===== config.mk =====
export PLATFORM = sky130hd
export DESIGN_NAME = digit_scan_dec
export DESIGN_NICKNAME = d
export VERILOG_FILES = /design/src/rtl/digit_scan_pkg.sv /design/src/rtl/digit_scan_dec_onehot.sv /design/src/rtl/digit_scan_dec.sv
export SDC_FILE = /design/constraint.sdc
export NUM_CORES = 1
export LEC_CHECK = 0
export CORE_AREA = 8 8 63 65
export DETAILED_ROUTE_END_ITERATION = 6
export DIE_AREA = 0 0 71 73
export GPL_TIMING_DRIVEN = 0
export PLACE_DENSITY = 0.66
export SLEW_MARGIN = 20
export SYNTH_ARGS = -nofsm -noshare
export SYNTH_HDL_FRONTEND = slang
export SYNTH_HIERARCHICAL = 1
export SYNTH_SLANG_ARGS = --single-unit

===== constraint.sdc =====
create_clock -name clk -period 2.2 [get_ports clk]
set_input_delay 0.33 -clock clk [delete_from_list [all_inputs] [get_ports clk]]
set_output_delay 0.33 -clock clk [all_outputs]
set_load 0.02 [all_outputs]

===== src/rtl/digit_scan_pkg.sv =====
// Shared types and helpers for the multiplexed-display digit scanner.
// Optional blink feature is controlled by the macro DIGIT_SCAN_BLINK_EN
// (see digit_scan_dec.sv).
package digit_scan_pkg;

    // Scanner states: idle (all dark), digit lit, dead time between digits.
    typedef enum logic [1:0] {
        IDLE  = 2'd0,
        ON    = 2'd1,
        GUARD = 2'd2
    } scan_state_t;

    // Ceiling log2 with a floor of 1 so every counter/select has at least one bit.
    function automatic int clog2_min1(input int value);
        int r;
        r = 0;
        while ((1 << r) < value) begin
            r = r + 1;
        end
        if (r == 0) begin
            r = 1;
        end
        return r;
    endfunction

    // Anode level meaning "off" for the given polarity, in the low 'width' bits.
    function automatic logic [15:0] inactive_level(input bit active_low, input int width);
        int ones;
        ones = (1 << width) - 1;
        return active_low ? 16'(ones) : 16'd0;
    endfunction

endpackage


===== src/rtl/digit_scan_dec_onehot.sv =====
// Parametrised binary-to-one-hot decoder with enable; out-of-range index
// decodes to all zeros.
module dec_onehot
    import digit_scan_pkg::*;
#(
    parameter int NUM_OUT = 4,
    parameter int SEL_W   = clog2_min1(NUM_OUT)
) (
    input  logic               en,
    input  logic [SEL_W-1:0]   idx,
    output logic [NUM_OUT-1:0] onehot
);

    generate
        for (genvar gi = 0; gi < NUM_OUT; gi++) begin : g_out
            // One comparator per output line; indices >= NUM_OUT match nothing.
            assign onehot[gi] = en && (idx == SEL_W'(gi));
        end
    endgenerate

endmodule


===== src/rtl/digit_scan_dec.sv =====
// Multiplexed 7-segment digit scanner: cycles a select over NUM_DIGITS
// positions at a prescaled rate, drives the matching anode with per-digit
// blanking and a dead-time guard between digits. All outputs registered.
// Optional feature macro: DIGIT_SCAN_BLINK_EN adds blink_mask / BLINK_FRAMES.
module digit_scan_dec
    import digit_scan_pkg::*;
#(
    parameter int NUM_DIGITS   = 4,
    parameter int SEL_W        = clog2_min1(NUM_DIGITS),
    parameter int PRESCALE     = 50000,
    parameter int GUARD_CYCLES = 2,
    parameter bit ACTIVE_LOW   = 1'b1
`ifdef DIGIT_SCAN_BLINK_EN
    ,
    parameter int BLINK_FRAMES = 64
`endif
) (
    input  logic                  clk,
    input  logic                  rst_n,
    input  logic                  en,
    input  logic [NUM_DIGITS-1:0] blank_mask,
`ifdef DIGIT_SCAN_BLINK_EN
    input  logic [NUM_DIGITS-1:0] blink_mask,
`endif
    output logic [SEL_W-1:0]      sel_o,
    output logic [NUM_DIGITS-1:0] anode_o,
    output logic                  tick_o
);

    localparam int PSC_W = clog2_min1(PRESCALE);
    localparam int GRD_W = clog2_min1((GUARD_CYCLES > 1) ? GUARD_CYCLES : 1);

    localparam logic [PSC_W-1:0] PSC_LAST = PSC_W'(PRESCALE - 1);
    localparam logic [GRD_W-1:0] GRD_LAST = GRD_W'((GUARD_CYCLES > 0) ? GUARD_CYCLES - 1 : 0);
    localparam logic [SEL_W-1:0] SEL_LAST = SEL_W'(NUM_DIGITS - 1);

    localparam logic [15:0]           INACTIVE_FULL = inactive_level(ACTIVE_LOW, NUM_DIGITS);
    localparam logic [NUM_DIGITS-1:0] INACTIVE      = INACTIVE_FULL[NUM_DIGITS-1:0];

    scan_state_t state_reg, state_next;
    logic [PSC_W-1:0]      psc_reg, psc_next;
    logic [GRD_W-1:0]      grd_reg, grd_next;
    logic [SEL_W-1:0]      sel_reg, sel_next;
    logic                  tick_reg, tick_next;
    logic [NUM_DIGITS-1:0] anode_reg, anode_next;

    logic [NUM_DIGITS-1:0] dark;
    logic [NUM_DIGITS-1:0] lit_onehot;
    logic [NUM_DIGITS-1:0] active;

    // Next-state, counter and select logic; en=0 forces IDLE but a
    // coincident advance still moves sel and issues the tick.
    always_comb begin
        state_next = state_reg;
        psc_next   = psc_reg;
        grd_next   = grd_reg;
        sel_next   = sel_reg;
        tick_next  = 1'b0;

        case (state_reg)
            IDLE: begin
                psc_next = '0;
                grd_next = '0;
                if (en) begin
                    state_next = ON;
                end
            end
            ON: begin
                if (psc_reg == PSC_LAST) begin
                    psc_next   = '0;
                    grd_next   = '0;
                    tick_next  = 1'b1;
                    sel_next   = (sel_reg == SEL_LAST) ? '0 : sel_reg + SEL_W'(1);
                    state_next = (GUARD_CYCLES > 0) ? GUARD : ON;
                end else begin
                    psc_next = psc_reg + PSC_W'(1);
                end
            end
            GUARD: begin
                if (grd_reg == GRD_LAST) begin
                    grd_next   = '0;
                    psc_next   = '0;
                    state_next = ON;
                end else begin
                    grd_next = grd_reg + GRD_W'(1);
                end
            end
            default: begin
                state_next = IDLE;
                psc_next   = '0;
                grd_next   = '0;
            end
        endcase

        if (!en) begin
            state_next = IDLE;
            psc_next   = '0;
            grd_next   = '0;
        end
    end

`ifdef DIGIT_SCAN_BLINK_EN
    localparam int BF_W = clog2_min1(BLINK_FRAMES);
    localparam logic [BF_W-1:0] BF_LAST = BF_W'(BLINK_FRAMES - 1);

    logic [BF_W-1:0] frame_reg, frame_next;
    logic            phase_reg, phase_next;

    // Frame counting on select wrap; phase flips every BLINK_FRAMES frames.
    always_comb begin
        frame_next = frame_reg;
        phase_next = phase_reg;
        if (tick_next && (sel_reg == SEL_LAST)) begin
            if (frame_reg == BF_LAST) begin
                frame_next = '0;
                phase_next = ~phase_reg;
            end else begin
                frame_next = frame_reg + BF_W'(1);
            end
        end
    end

    // Blink counter/phase registers.
    always_ff @(posedge clk) begin
        if (!rst_n) begin
            frame_reg <= '0;
            phase_reg <= 1'b1;
        end else begin
            frame_reg <= frame_next;
            phase_reg <= phase_next;
        end
    end

    // The phase of the upcoming cycle decides blinking, matching sel_next.
    assign dark = blank_mask | (phase_next ? '0 : blink_mask);
`else
    assign dark = blank_mask;
`endif

    dec_onehot #(
        .NUM_OUT (NUM_DIGITS),
        .SEL_W   (SEL_W)
    ) u_dec (
        .en     (state_next == ON),
        .idx    (sel_next),
        .onehot (lit_onehot)
    );

    // Anode is computed from next state/select so anode and sel move together.
    always_comb begin
        active     = lit_onehot & ~dark;
        anode_next = active ^ INACTIVE;
    end

    // State and output registers.
    always_ff @(posedge clk) begin
        if (!rst_n) begin
            state_reg <= IDLE;
            psc_reg   <= '0;
            grd_reg   <= '0;
            sel_reg   <= '0;
            tick_reg  <= 1'b0;
            anode_reg <= INACTIVE;
        end else begin
            state_reg <= state_next;
            psc_reg   <= psc_next;
            grd_reg   <= grd_next;
            sel_reg   <= sel_next;
            tick_reg  <= tick_next;
            anode_reg <= anode_next;
        end
    end

    assign sel_o   = sel_reg;
    assign anode_o = anode_reg;
    assign tick_o  = tick_reg;

endmodule


==> impl_metrics.env <==
export IMPL_die_w_um=71
export IMPL_critPathRequiredTime_ns=2.42
export IMPL_fin_area_um2=1515
export IMPL_io_pins=14
export IMPL_gp_congestion=0.8194
export IMPL_whs_endpoint="anode_o[2]"
export IMPL_p_clk_share_pct=31.9
export IMPL_start_util_pct=44.15
export IMPL_grt_max_degree=15
export IMPL_syn_to_final_growth_pct=16.22
export IMPL_yosysWarningCount=6
export IMPL_numPortBuffers=12
export IMPL_p_leak_nw=0.4885
export IMPL_final_nets=169
export IMPL_power_switching_w=0.0001694
export IMPL_layout_cells_non_filler=192
export IMPL_route_vias_total=1153
export IMPL_r2r_start="psc_reg[0]"
export IMPL_p_comb_share_pct=6.0
export IMPL_fillers=284
export IMPL_clock_latency_ns=0.32
export IMPL_grt_overflow_total=0
export IMPL_path_max_fanout=8
export IMPL_hold_path_depth=2
export IMPL_dr_pass1_iters=4
export IMPL_power_frac_seq_pct=62.1
export IMPL_status="complete, no violations"
export IMPL_core_um2=2953
export IMPL_p_sw_share_pct=22.15
export IMPL_ir_drop_v=0.0001898
export IMPL_worstMarginPinSlew_ns=0.8064
export IMPL_end_kind="flop"
export IMPL_num_rows=20
export IMPL_antenna_found_initial=0
export IMPL_worstRegToRegCells=7
export IMPL_p_int_w=0.0005952
export IMPL_grt_pass1_vias=1074
export IMPL_syn_avg_cell_area_um2=9.117
export IMPL_viasPerCell=6.005
export IMPL_antenna_left=0
export IMPL_largest_reg_flops=16
export IMPL_synth_nets=152
export IMPL_setup_viol=0
export IMPL_drv_slew=0
export IMPL_placed_cells_incl_taps=188
export IMPL_placed_area_um2=1465
export IMPL_synth_area_top_cells="dfxtp_1 (40%), xnor2_1 (4.7%), nor3_1 (3.5%)"
export IMPL_worstHoldStart="rst_n"
export IMPL_layout_drive_gt1_share_pct=11.32
export IMPL_die_h_um=73
export IMPL_grt_total_usage_pct=11.35
export IMPL_clock_skew_ns=0.01108
export IMPL_rrSetupSlack_ns=0.11
export IMPL_finalHoldViolations=0
export IMPL_fmax_ghz=0.4778
export IMPL_synth_top_area_share_pct=39.92
export IMPL_yosys_area_top_type="dfxtp_1"
export IMPL_drv_cap=0
export IMPL_root_buffer="clkbuf_4"
export IMPL_cts_htree_levels=1
export IMPL_ys_flop_type="dfxtp_1"
export IMPL_period_share_pct=95.14
export IMPL_post_dp_hpwl_mm=2.121
export IMPL_powerDensity_nw_per_um2=504.6
export IMPL_cp_start_kind="flop"
export IMPL_grt_pass1_wl_mm=4.767
export IMPL_cts_sinks=26
export IMPL_n_antenna_cell=0
export IMPL_synth_edff_count=0
export IMPL_timing_rr_end="anode_o[3]"
export IMPL_ys_ff_latch=26
export IMPL_slew_headroom_pct=46.13
export IMPL_ys_seq_area_share_pct=39.92
export IMPL_drcViolationCount=0
export IMPL_drtIter0Drc=39
export IMPL_min_path_type="in2reg"
export IMPL_cts_setup_buffers=0
export IMPL_clockBufferDepth=2
export IMPL_synth_cells=143
export IMPL_arrival_ns=2.31
export IMPL_critPathKind="reg2reg"
export IMPL_async_flop_share_pct=0
export IMPL_cts_tree="built"
export IMPL_fin_crit_ns=2.093
export IMPL_die_area_um2=5183
export IMPL_syn_cell_area_um2=1304
export IMPL_clkSlewWorstSetupHoldPaths_ns=0.15
export IMPL_wl_per_cell_um=14.84
export IMPL_drt_total_wl_mm=2.850
export IMPL_cts_buffers=3
export IMPL_utilization_pct=51.31
export IMPL_ys_types=40
==> metal layers <==
layer | vias to the layer above | GRT usage [%] | share of wire, %
met5 | - | 0 | 0
met4 | 0 | 5.312 | 1.1
met3 | 5 | 2.335 | 4.1
met2 | 28 | 19.57 | 48
met1 | 552 | 13.11 | 47
li1 | 568 | - | -
==> power by group through the flow <==
stage	clock network, W	logic [W]	registers (W)
finish	0.000244	0.0000458	0.000475
global route	0.000266	0.0000499	0.000476
global placement	0	0.0000449	0.000485
detailed placement	0	0.0000457	0.000485
CTS	0.000248	0.0000461	0.000475
floorplan	0	0.0000263	0.000486
==> layout make-up <==
class	count	area [um2]	share of cell area, %
inverter	3	11.26	0.7432
buffer	6	43.79	2.890
sequential	26	520.5	34.35
timing repair buffer	12	120.1	7.927
multi-input combinational	108	742.0	48.97
clock buffer	4	36.28	2.395
tap	33	41.29	2.725
==> synthesized netlist by cell type (3+ instances only) <==
master    count
a211oi_1      3
a21oi_1       8
and4_1        3
clkbuf_1      3
dfxtp_1      26
inv_1         3
nand2_1       7
nand3_1       6
nand3b_1      6
nand4_1       7
nor2_1        8
nor3_1        9
nor3b_1       3
nor4_1        5
o21ai_0       6
or3_1         5
xnor2_1       7
==> metrics by stage <==
step                  TNS, ns  hold WS, ns  total power [W]  worst slack, ns
finish                      0       0.2359        0.0007646           0.1069
CTS                         0       0.2360        0.0007696          0.05181
floorplan                   0       0.4359        0.0005123           0.3126
global placement            0       0.4914        0.0005301           0.1201
global route        -0.008084       0.2328        0.0007911        -0.006501
detailed placement          0       0.4986        0.0005311          0.08525
==> worst max-delay path by stage <==
stage | startpoint | endpoint | slack (ns) | cells after the start
finish | psc_reg[0] | anode_o[3] | 0.11 | 7
global route | psc_reg[0] | anode_o[3] | -0.007 | 7
CTS | psc_reg[0] | anode_o[3] | 0.05 | 7
detailed placement | psc_reg[0] | anode_o[3] | 0.09 | 7
global placement | psc_reg[0] | anode_o[3] | 0.12 | 7
floorplan | psc_reg[0] | anode_o[3] | 0.31 | 7
==> cell usage in the layout (no fill, tap or decap), types with 5 or more instances in the layout <==
cell type        synthesis  routed
a21oi_1                  8       8
or3_1                    5       5
o21ai_0                  6       6
nor4_1                   5       5
dfxtp_1                 26      26
nor3_1                   9       9
nand3b_1                 6       6
nand4_1                  7       7
nand2_1                  7       7
clkdlybuf4s50_1          0      12
nand3_1                  6       6
nor2_1                   8       8
xnor2_1                  7       7
==> cell families (layout without fill, tap and decap cells) <==
group,Yosys count,count (layout),synth area share (%)
XOR/XNOR,8,8,5.374
buffers and inverters,9,25,4.222
AO/OA/AOI/OAI,21,21,9.789
AND/OR/NAND/NOR,77,77,38.77
flip-flops,26,26,39.92
adder cells (fa/ha/maj),2,2,1.919
==> worst max-delay path: stages (launching register included) <==
cell and delay, ns:
dfxtp_1 0.42, ha_1 0.23, and4bb_2 0.29, nand4_4 0.15, or4_1 0.47, nand2_1 0.15
and3_2 0.20, nand3b_1 0.07
==> repair_timing <==
| action | CTS | global route |
|---|---|---|
| gates resized for setup | 0 | 2 |
| endpoints found under the setup margin | 0 | 3 |
| hold buffers | 0 | 0 |
(Power assumes the default switching activity.)
